### config.mk
export PLATFORM = sky130hd
export DESIGN_NAME = and8way_bist
export DESIGN_NICKNAME = d
export VERILOG_FILES = /design/src/rtl/and8way_bist.sv
export SDC_FILE = /design/constraint.sdc
export NUM_CORES = 1
export LEC_CHECK = 0
export ABC_AREA = 1
export BUFFER_PORTS_ARGS = -buffer_cell sky130_fd_sc_hd__buf_2
export CAP_MARGIN = 15
export CORE_MARGIN = 2
export CORE_UTILIZATION = 25
export CTS_BUF_LIST = sky130_fd_sc_hd__clkbuf_4
export DETAILED_ROUTE_END_ITERATION = 16
export GPL_ROUTABILITY_DRIVEN = 0
export SKIP_CTS_REPAIR_TIMING = 1
export SYNTH_ARGS = -nofsm -noshare
export SYNTH_HDL_FRONTEND = slang
export SYNTH_SLANG_ARGS = --single-unit
export TNS_END_PERCENT = 1
### constraint.sdc
create_clock -name clk -period 4.51 [get_ports clk]
set_input_delay 0.451 -clock clk [delete_from_list [all_inputs] [get_ports clk]]
set_output_delay 0.451 -clock clk [all_outputs]
set_load 0.02 [all_outputs]
### src/rtl/and8way_bist.sv
// and8way_bist: exhaustive built-in self-test for an external 8-input AND gate.
// Walks all 256 input vectors, spending one settle cycle (DRIVE) and one
// compare cycle (SAMPLE) on each, and counts mismatches against &vec.
// The start request is registered before the FSM acts on it. A start seen at
// edge T therefore begins the run at edge T+1, the first sample lands on edge
// T+3, and done rises 513 edges after T.
// Optional build macro: AND8WAY_BIST_FAILLOG_EN adds first_fail/fail_seen,
// which record the first mismatching vector of a run.
module and8way_bist #(
    parameter int ERR_W = 9
) (
    input  logic             clk,
    input  logic             rst_n,
    input  logic             start,
    output logic [7:0]       dut_in,
    input  logic             dut_out,
    output logic             busy,
    output logic             done,
    output logic             pass,
`ifdef AND8WAY_BIST_FAILLOG_EN
    output logic [7:0]       first_fail,
    output logic             fail_seen,
`endif
    output logic [ERR_W-1:0] err_cnt
);

    // state    | meaning
    // S_IDLE   | waiting for start, outputs hold last values
    // S_DRIVE  | dut_in = vec, gate output settling
    // S_SAMPLE | compare dut_out with &vec, advance vec or finish
    // S_DONE   | run complete, done/pass valid, start re-arms
    typedef enum logic [1:0] {
        S_IDLE   = 2'd0,
        S_DRIVE  = 2'd1,
        S_SAMPLE = 2'd2,
        S_DONE   = 2'd3
    } state_t;

    localparam logic [ERR_W-1:0] ERR_MAX = '1;

    state_t           r_state;
    state_t           w_state_next;
    logic             r_start;
    logic [7:0]       r_vec;
    logic [ERR_W-1:0] r_err_cnt;
    logic [ERR_W-1:0] w_err_next;
    logic             r_pass;
    logic             w_accept;
    logic             w_sample;
    logic             w_busy;
    logic             w_done;
    logic             w_last;
    logic             w_expected;
    logic             w_mismatch;

    assign w_last     = (r_vec == 8'hFF);
    assign w_expected = &r_vec;
    // Case inequality: an X or Z coming back from the gate counts as a failure.
    assign w_mismatch = (dut_out !== w_expected);
    assign w_err_next = (w_mismatch && (r_err_cnt != ERR_MAX)) ? r_err_cnt + 1'b1 : r_err_cnt;

    // Register start only while a new run can be accepted; requests made while busy are dropped.
    always_ff @(posedge clk) begin
        if (!rst_n) begin
            r_start <= 1'b0;
        end else begin
            r_start <= start && ((r_state == S_IDLE) || (r_state == S_DONE));
        end
    end

    // FSM state register.
    always_ff @(posedge clk) begin
        if (!rst_n) begin
            r_state <= S_IDLE;
        end else begin
            r_state <= w_state_next;
        end
    end

    // Next-state decode and per-state control strobes.
    always_comb begin
        w_state_next = r_state;
        w_accept     = 1'b0;
        w_sample     = 1'b0;
        w_busy       = 1'b0;
        w_done       = 1'b0;
        case (r_state)
            S_IDLE: begin
                if (r_start) begin
                    w_accept     = 1'b1;
                    w_state_next = S_DRIVE;
                end
            end
            S_DRIVE: begin
                w_busy       = 1'b1;
                w_state_next = S_SAMPLE;
            end
            S_SAMPLE: begin
                w_busy       = 1'b1;
                w_sample     = 1'b1;
                w_state_next = w_last ? S_DONE : S_DRIVE;
            end
            S_DONE: begin
                w_done = 1'b1;
                if (r_start) begin
                    w_accept     = 1'b1;
                    w_state_next = S_DRIVE;
                end
            end
            default: begin
                w_state_next = S_IDLE;
            end
        endcase
    end

    // Vector walk, saturating error count and end-of-run verdict.
    always_ff @(posedge clk) begin
        if (!rst_n) begin
            r_vec     <= 8'h00;
            r_err_cnt <= '0;
            r_pass    <= 1'b0;
        end else if (w_accept) begin
            r_vec     <= 8'h00;
            r_err_cnt <= '0;
            r_pass    <= 1'b0;
        end else if (w_sample) begin
            r_err_cnt <= w_err_next;
            if (w_last) begin
                r_pass <= (w_err_next == '0);
            end else begin
                r_vec <= r_vec + 8'd1;
            end
        end
    end

`ifdef AND8WAY_BIST_FAILLOG_EN
    logic [7:0] r_first_fail;
    logic       r_fail_seen;

    // Latch the vector of the first mismatch in a run.
    always_ff @(posedge clk) begin
        if (!rst_n) begin
            r_first_fail <= 8'h00;
            r_fail_seen  <= 1'b0;
        end else if (w_accept) begin
            r_first_fail <= 8'h00;
            r_fail_seen  <= 1'b0;
        end else if (w_sample && w_mismatch && !r_fail_seen) begin
            r_first_fail <= r_vec;
            r_fail_seen  <= 1'b1;
        end
    end

    assign first_fail = r_first_fail;
    assign fail_seen  = r_fail_seen;
`endif

    assign dut_in  = r_vec;
    assign busy    = w_busy;
    assign done    = w_done;
    assign pass    = r_pass;
    assign err_cnt = r_err_cnt;

endmodule

==> metrics.txt, run 1 <==
count of cell types in the netlist=25; Worst Tran Pin Value=616 ps; Core Box Area=between 5000 and 6000 um2; crit-path max cell delay=400 ps; global-route wire length before repair=4.95 mm; count of routing violations after the opening detailed-route iteration=between 80 and 90; switching part of the total power=around 47%; switching power=roughly 0.34 mW; busiest metal layer after global routing=met2; critical path fanouts, max=7; part of the cycle the worst path needs=47.9%; WL final=2.86 mm; clock-pin slew of the registers on the worst-case setup and hold paths=around 140 ps; number of global-route vias before repair=roughly 1.1k; Cell Area, Synth=roughly 1300 um2; internal power=0.378 mW; result of the run=completed; count of input and output buffers=23; first-pass iteration count of the detailed router=5; unrepaired setup endpoints after global routing=false; chip width=75.5 um; static leakage=0.714 nW; critical path launch point type=flop; post-DR vias/cell=roughly 4.4; minimum period implied by the final worst setup slack=2160 ps; overall die area=approximately 5700 um2; FILL cells=~570; Data arrival, critical path=approximately 2400 ps; clock tree from TritonCTS=done; worst-skew pair later-pin latency=approximately 320 ps; initial standard-cell utilization of the core=25.5%; Comb power frac=between 40% and 50%; number of nets with antenna violations after detailed routing=0; share of synthesized area occupied by flip-flops and latches=32.9%; final hold violation count=0; fraction of layout instances using a drive strength above 1=24.5%; global-route track usage on met2=~17%; number of antenna cells inserted=0; synthesis warning total=0; maximum clock rate=approximately 460 MHz; CP required=about 4800 ps; maximum vdd drop=between 0.1 and 0.15 mV; global-route congestion overflow total=0; buffer and inverter count on the worst path=1; row count=26; worst relative slew slack=between 50% and 60%; class of the worst hold path=primary input to flop; largest net degree at the start of global routing=20; all-layer global routing usage=~11%; drt drc=0; final net count=219; layout overhead on the synthesized area=16.9%; FF-to-FF setup slack=between 2000 and 2500 ps; critical path endpoint category=flop; synthesized instance count=roughly 180; num ports=24; average cell area after synthesis=6.94 um2; fin. max-slew vios=0; number of violations of the max-capacitance limit=0; worst setup path class=flop to flop; master cell of the clock root buffer=clkbuf_4; die boundary height=around 75 um; power per cell area=roughly 480 nW/um2; global routing usage on met3=under 10%; mean routed wirelength per cell=roughly 10 um; initial antenna violation count=0; Seq pwr share=39.3%; TNS Setup=0 ps; Yosys reg bits=21; post-synthesis net count=around 190; number of buffers added by the clock tree synthesis step=3; cell with the biggest individual delay on the critical path=dfxtp_1; total vias in the final route=between 1k and 1.5k; portion of total power attributed to the clock network=13.9%; share of the core filled with cells in the final layout=29.8%; count of endpoints failing setup in the final report=0; number of clock sinks=21; chain of cells forming the critical path=ha_1 > nand2_1 > nor4_1 > ha_1 > inv_2 > nand4_1 > nor3_1 > nand3_1 > nand2_2 > nand3_2 > nor2_1 > nand2_1 > a21oi_2; met1 layer usage reported by global route=between 15 and 20%; number of buffers on the longest clock path=2; deepest level of the CTS H-tree=1; maximum clock skew at final layout=~18 ps; dominant delay contributor by cell family on the critical path=simple AND/OR/NAND/NOR gates; DP HPWL=2.17 mm
cell usage after synthesis:
cell | number | area share (%)
nand2_2 | 13 | 6.4
dfxtp_1 | 21 | 33
inv_2 | 3 | 0.88
nand3_1 | 16 | 6.3
xor2_1 | 2 | 1.4
o21bai_1 | 1 | 0.59
and3_1 | 2 | 0.98
inv_1 | 30 | 8.8
ha_1 | 6 | 5.9
nand2_1 | 34 | 10
a21oi_1 | 11 | 4.3
buf_6 | 1 | 0.88
nor4_1 | 1 | 0.49
nand3b_1 | 1 | 0.59
clkbuf_1 | 2 | 0.59
nor2_4 | 2 | 1.8
nor3_1 | 4 | 1.6
a21oi_2 | 1 | 0.69
nor2_1 | 10 | 2.9
nand3_2 | 3 | 2.4
nand4_1 | 2 | 0.98
nor3_2 | 1 | 0.78
buf_1 | 1 | 0.29
o21ai_0 | 9 | 3.5
o211ai_1 | 7 | 4.1
worst reg2reg max path, stage by stage, from the launching register on:
cell	delay, ps
dfxtp_1	400
ha_1	240
nand2_1	110
nor4_1	60
ha_1	210
inv_2	130
nand4_1	130
nor3_1	260
nand3_1	140
nand2_2	100
nand3_2	50
nor2_1	100
nand2_1	70
a21oi_2	100
power groups by stage:
stage          Combinational [mW]  Clock [mW]  Sequential, mW
2_1_floorplan               0.214           0           0.312
3_3_place_gp                0.333           0           0.285
3_5_place_dp                0.337           0           0.285
4_1_cts                     0.338       0.103           0.281
5_1_grt                     0.383       0.110           0.289
6_report                    0.334      0.0991           0.280
placed cells by master (no fill, tap or decap), drive strengths merged, types with 2 or more instances in the layout:
cell type,instances
nand2,47
inv,33
buf,24
dfxtp,21
nand3,19
a21oi,12
nor2,12
o21ai,9
o211ai,7
ha,6
nor3,5
clkbuf,3
nand4,2
xor2,2
and3,2
routing by layer:
layer	vias up	wire length, um
met4	0	18
met2	28	1230
li1	643	-
met1	546	1420
met5	-	0
met3	2	189
sequential cells by signal (all words and copies together), names as in the netlist:
register and count:
err_cnt 9, dut_in 8, r_state 2, pass 1, r_start 1
cell type report:
type                            count  area [um2]  area share (%)
Multi-Input combinational cell    126         709            47.6
Clock buffer                        3        22.5            1.51
Sequential cell                    21         420            28.2
Tap cell                           70        87.6            5.87
Inverter                           33         124            8.31
Timing Repair Buffer               24         123            8.22
Clock inverter                      1        5.00           0.336
worst paths after layout:
check,startpoint,endpoint,depth (start not counted)
setup / recovery,err_cnt[0],pass,13
setup reg to reg,err_cnt[0],pass,13
hold reg to reg,r_state[0],r_state[0],2
hold / removal,start,r_start,3
logic make-up after synthesis:
group / share of synthesized area [%]
AND/OR/NAND/NOR: 35.1
XOR/XNOR: 1.37
AO/OA/AOI/OAI: 13.2
buffers and inverters: 11.5
flip-flops: 32.9
adder cells (fa/ha/maj): 5.88
through the flow:
stage               setup slack, ps  hold WS (ps)  cell area (um2)  total power [mW]  instances
CTS                            2340           341             1490             0.722        278
global route                   2120           342             1490             0.782        278
floorplan                      2450           470             1280             0.526        184
detailed placement             2370           500             1460             0.622        274
finish                         2350           349             1490             0.713        278
global placement               2440           489             1460             0.618        274
Note: power is estimated with default switching activity, not from simulation.
==> inputs of run 2 (changes only) <==
Settings changed: ABC_AREA 1 to 0.
Clock period 4.51 ns to 1.9 ns, I/O delays scaled along.
==> run 2 against run 1 <==
  * Synthesized cell count fell by 24%
  * Die area did not move
  * Critical path depth fell by 3
  * The flow now finishes with violations (negative setup slack)
  * Clock power rose by 120%
  * Sequential share of layout area fell by 4.1 points
  * Worst hold slack got worse by 220 ps
  * Largest cell class unchanged
  * Final area rose by 22%
  * Global-route usage rose by 1.7 points
  * Synthesized area did not move
  * Wire length rose by 15%
==> metrics.txt, run 2 <==
fin. max-slew vios=0; leading cell type in the layout, fill and taps excluded=buf_4; violations in the final reports=negative setup slack; Area after DPL=1740 um2; met3 routed WL=between 100 and 150 um; clock-pin slew of the registers on the worst-case setup and hold paths=120 ps; critical path fanouts, max=4; average cell area after synthesis=about 9.2 um2; global-route congestion overflow total=0; buffer and inverter count on the worst path=0; crit-path max cell delay=approximately 400 ps; DP HPWL=2.59 mm; cell with the most instances after synthesis=dfxtp_1; result of the run=complete, but fails checks; total vias in the final route=around 1.2k; share of Yosys cell area claimed by the top area cell type=about a third; deepest level of the CTS H-tree=1; class of the worst hold path=primary input to flop; drt drc=0; switching power=about 0.46 mW; Min-Delay Startpoint=start; num ports=24; met1 WL=between 1.5 and 2 mm; number of global-route vias before repair=approximately 1.2k; chain of cells forming the critical path=ha_4 > nand3_2 > or2_4 > nor2_2 > ha_2 > or2_4 > or4_4 > o311a_1 > o221ai_2 > o31ai_2; number of buffers added by the clock tree synthesis step=3; die boundary height=around 75 um; Final Cell Area=between 1500 and 2000 um2; total placed cells including tap cells=260; most frequent cells in the layout=buf_4, buf_2, nor2_1; cell taking the most area after synthesis=dfxtp_1; initial antenna violation count=0; Core Box Area=~5000 um2; internal power=approximately 0.78 mW; number of antenna cells inserted=0; commonest cells in the netlist=dfxtp_1, nor2_1, nand2_1, xnor2_1; critical path launch point type=flop; Seq pwr share=between 40 and 50%; cell depth of the worst hold path=2; clock tree from TritonCTS=done; number of cell instances on the worst register-to-register path=10; worst r2r src=err_cnt[1]; overall die area=approximately 5700 um2; number of buffers on the longest clock path=2; largest net degree at the start of global routing=18; number of clock sinks=21; mean routed wirelength per cell=12.3 um; first-pass iteration count of the detailed router=4; layout overhead on the synthesized area=42.1%; Data arrival, critical path=approximately 2200 ps; most prevalent standard cell on the critical path=or2_4; row count=26; number of violations of the max-capacitance limit=0; switching part of the total power=37.2%; all-layer global routing usage=roughly 13%; count of endpoints failing setup in the final report=3; minimum period implied by the final worst setup slack=between 2000 and 2500 ps; fraction of layout instances using a drive strength above 1=between 40% and 50%; worst relative slew slack=72.8%; power per cell area=688 nW/um2; Primary FF master, synth=dfxtp_1; worst setup path class=flop to flop; CP required=2110 ps; portion of total power attributed to the clock network=17.8%; Post-synth EDFFs=0; Comb power frac=between 40% and 50%; Worst Tran Pin Value=between 400 and 500 ps; synthesized instance count=139; unrepaired setup endpoints after global routing=true; master cell of the clock root buffer=clkbuf_4; worst-skew pair later-pin latency=approximately 310 ps; first element of the critical path=err_cnt[1]; number of nets with antenna violations after detailed routing=0; count of cell types in the netlist=39; Hold Path Sink=r_start; count of input and output buffers=23; global-route wire length before repair=5.60 mm; chip width=~75 um; DR WL met2=between 1.5 and 2 mm; maximum clock rate=between 400 and 500 MHz; post-synthesis net count=around 150; minimum setup slack in the final design=-124 ps; Yosys reg bits=21; final hold violation count=0; static leakage=0.774 nW; cell types with the largest area share after synthesis=dfxtp_1, xnor2_1, a2111oi_4; Final Instance Count excl. Fillers=~270; post-DR vias/cell=~4.5; Cell Area, Synth=1280 um2; share of synthesized area occupied by flip-flops and latches=32.9%; dominant delay contributor by cell family on the critical path=simple AND/OR/NAND/NOR gates; count of routing violations after the opening detailed-route iteration=47; maximum vdd drop=0.358 mV; part of the cycle the worst path needs=107%; initial standard-cell utilization of the core=between 20% and 30%; Crit Reg-Reg Endpoint=pass; number of flip-flops under the largest register name=9; critical path endpoint category=flop; synthesis warning total=0; post-place setup slack=-228 ps; top routing layer in use=met4; FF-to-FF setup slack=-120 ps; cell with the biggest individual delay on the critical path=or4_4; async set-or-reset flop fraction in the synthesized netlist=0%; final net count=~210; maximum clock skew at final layout=about 1.9 ps; WL final=about 3.3 mm
run 2: cell types whose count changed in the layout (fill, tap and decap cells not counted), moves of 5 or more:
cell / before / now
nand3_1: 16 / 3
buf_4: 1 / 35
nand2_2: 13 / 0
or3_1: 0 / 6
o21ai_0: 9 / 2
a21oi_1: 11 / 4
nor2_1: 10 / 19
dfxtp_1: 21 / 14
inv_1: 30 / 4
nand2_1: 34 / 10
o211ai_1: 7 / 2
xnor2_1: 0 / 10
run 2: worst max-delay path by stage:
stage                     slack [ps]  endpoint  cells after the start
after floorplan                 -180      pass                     10
after global placement          -180      pass                     10
after detailed placement        -230      pass                     10
after CTS                       -270      pass                     10
after global routing            -230      pass                     10
final                           -120      pass                     10
run 2: final cells by class:
type,count,area [um2]
clock buffers,3,22.5
fillers,556,3200
well taps,70,87.6
clock inverters,1,5.00
repair buffers,58,378
flip-flops and latches,21,437
multi-input cells,110,868
inverters,4,15.0
run 2: per-layer routing:
layer / GRT usage [%] / up-vias
li1: - / 622
met1: 17.4 / 557
met2: 20.9 / 17
met3: 2.25 / 4
met4: 3.51 / 0
met5: 0 / -
run 2: per-stage QoR:
| step | power, mW | setup TNS (ps) | hold WS (ps) | util (%) |
|---|---|---|---|---|
| 6_report | 1.25 | -180 | 131 | 36.2 |
| 5_1_grt | 1.35 | -726 | 112 | 36.2 |
| 4_1_cts | 1.25 | -476 | 122 | 35.3 |
| 3_5_place_dp | 1.03 | -334 | 438 | 34.7 |
| 3_3_place_gp | 1.02 | -195 | 465 | 34.7 |
| 2_1_floorplan | 0.848 | -806 | 312 | - |
run 2: kinds of logic after synthesis:
group | synth area share (%)
xor+xnor | 9.61
mux | 2.35
buf+inv | 2.94
fa+ha+maj | 5.88
simple gates | 26.3
compound gates | 20.0
flops | 32.9
run 2: power groups by stage:
stage	sequential [mW]	clock (mW)	combinational [mW]
6_report	0.513	0.222	0.513
3_5_place_dp	0.525	0	0.501
5_1_grt	0.521	0.258	0.572
3_3_place_gp	0.523	0	0.493
2_1_floorplan	0.545	0	0.302
4_1_cts	0.514	0.232	0.505
==> inputs of run 3 (changes only) <==
Settings changed: ABC_AREA 0 to 1.
==> run 3 against run 2 <==
  * Register-to-register slack improved by 110 ps
  * Combinational power increased by 88%
  * Clock skew increased by 6.6 ps
  * The run still ends with negative setup slack left
  * Critical endpoint unchanged
  * Core utilization decreased by 3.2 points
  * Fmax increased by 5.9%
  * Largest cell class unchanged
==> metrics.txt, run 3 (synthesis results as in run 1) <==
number of global-route vias before repair=between 1k and 1.5k; area of the multi-input gates=about 740 um2; final net count=around 230; count of input and output buffers=23; number of clock sinks=21; initial standard-cell utilization of the core=25.5%; unrepaired setup endpoints after global routing=true; global routing usage on met3=~3.3%; power per cell area=between 1000 and 1500 nW/um2; busiest metal layer after global routing=met2; Comb power frac=52.5%; global-route wire length before repair=4.78 mm; fin. max-slew vios=0; Core Box Area=5010 um2; DP HPWL=roughly 2.3 mm; num ports=24; Storage cell area=430 um2; count of routing violations after the opening detailed-route iteration=59; layout overhead on the synthesized area=29.3%; Data arrival, critical path=between 2000 and 2500 ps; worst slack on hold paths=about 100 ps; WL final=~3.0 mm; result of the run=complete, but fails checks; met1 layer usage reported by global route=between 10% and 20%; number of cell instances on the worst register-to-register path=14; critical path endpoint category=flop; maximum clock skew at final layout=8.50 ps; Worst Tran Pin Value=approximately 360 ps; total placed cells including tap cells=around 290; chip width=between 70 and 80 um; all-layer global routing usage=10.9%; internal power=just over 1 mW; FILL cells=~580; fraction of layout instances using a drive strength above 1=between 30% and 40%; clock tree from TritonCTS=done; number of nets with antenna violations after detailed routing=0; number of antenna cells inserted=0; mean routed wirelength per cell=10.2 um; class of the worst hold path=primary input to flop; critical path launch point type=flop; row count=26; TNS Setup=-11.3 ps; global-route track usage on met2=18.6%; number of buffers added by the clock tree synthesis step=3; number of flip-flops under the largest register name=9; capture point of the worst path=pass; post-DR vias/cell=4.28; clock-pin slew of the registers on the worst-case setup and hold paths=~120 ps; initial antenna violation count=0; switching power=just over 0.8 mW; Final Instance Count excl. Fillers=roughly 290; number of violations of the max-capacitance limit=0; FF-to-FF setup slack=-10 ps; maximum vdd drop=0.429 mV; first element of the critical path=err_cnt[0]; Final Cell Area=approximately 1700 um2; part of the cycle the worst path needs=101%; Area after DPL=about 1600 um2; leading cell type in the layout, fill and taps excluded=nand2_1; final hold violation count=0; Crit Reg-Reg Endpoint=pass; worst setup path class=flop to flop; Seq pwr share=between 30% and 40%; most frequent cells in the layout=nand2_1, inv_1, buf_2; static leakage=0.788 nW; CP required=2150 ps; die boundary height=~75 um; Total Power Consumption=roughly 1.8 mW; minimum setup slack in the final design=-11.3 ps; worst-skew pair later-pin latency=between 300 and 400 ps; largest net degree at the start of global routing=19; deepest level of the CTS H-tree=1; first-pass iteration count of the detailed router=4; violations in the final reports=negative setup slack; maximum clock rate=523 MHz; drt drc=0; global-route congestion overflow total=0; total vias in the final route=~1.3k; critical path fanouts, max=6; switching part of the total power=44.4%; minimum period implied by the final worst setup slack=1910 ps; worst relative slew slack=around three quarters; master cell of the clock root buffer=clkbuf_4; worst r2r src=err_cnt[0]; count of endpoints failing setup in the final report=1; overall die area=5690 um2; number of buffers on the longest clock path=2; portion of total power attributed to the clock network=between 10% and 20%
==> run 3: cell count changes in the layout (fill, tap and decap cells not counted), sizes merged, moves of 10 or more <==
cell,previous run,this run
inv,4,33
nand3,4,19
buf,58,39
xnor2,10,0
nand2,10,47
==> run 3: how the worst min path moves through the flow <==
stage               startpoint       to  slack [ps]  cells past startpoint
floorplan                start  r_start         310                      2
global placement         start  r_start         420                      3
detailed placement       start  r_start         430                      3
CTS                      start  r_start          90                      3
global route             start  r_start         100                      3
finish                   start  r_start         100                      3
==> run 3: final cells by class <==
type | instances | area share [%]
Inverter | 33 | 7.66
Clock buffer | 4 | 1.82
Sequential cell | 21 | 26.1
Multi-Input combinational cell | 126 | 44.9
Timing Repair Buffer | 39 | 14.3
Tap cell | 70 | 5.31
==> run 3: critical path, stage by stage (launching register included) <==
cell and delay, ps:
dfxtp_4 380, ha_4 140, nand2_2 50, nor4_2 240
ha_2 270, inv_4 60, nand4_1 120, nor2_2 50
nand3_1 70, nand2_1 50, nand2_1 70, nand2_1 70
nor3_2 110, nand2_1 80, a21oi_2 100
==> run 3: power groups by stage <==
stage	Clock, mW	Sequential [mW]	Combinational (mW)
2_1_floorplan	0	0.751	0.510
3_3_place_gp	0	0.638	0.949
3_5_place_dp	0	0.640	0.961
4_1_cts	0.252	0.630	0.965
5_1_grt	0.266	0.650	1.09
6_report	0.235	0.637	0.965
==> run 3: metal layers <==
metal	vias up	wire length, um
met1	562	1470
met2	21	1390
met3	2	118
met4	0	19
li1	669	-
met5	-	0
==> run 3: per-stage QoR <==
stage | worst slack [ps] | util [%]
6_report | -11.3 | 32.9
5_1_grt | -165 | 32.9
3_5_place_dp | -17.8 | 31.8
4_1_cts | -45.9 | 32.4
3_3_place_gp | 34.1 | 31.8
2_1_floorplan | 19.9 | -
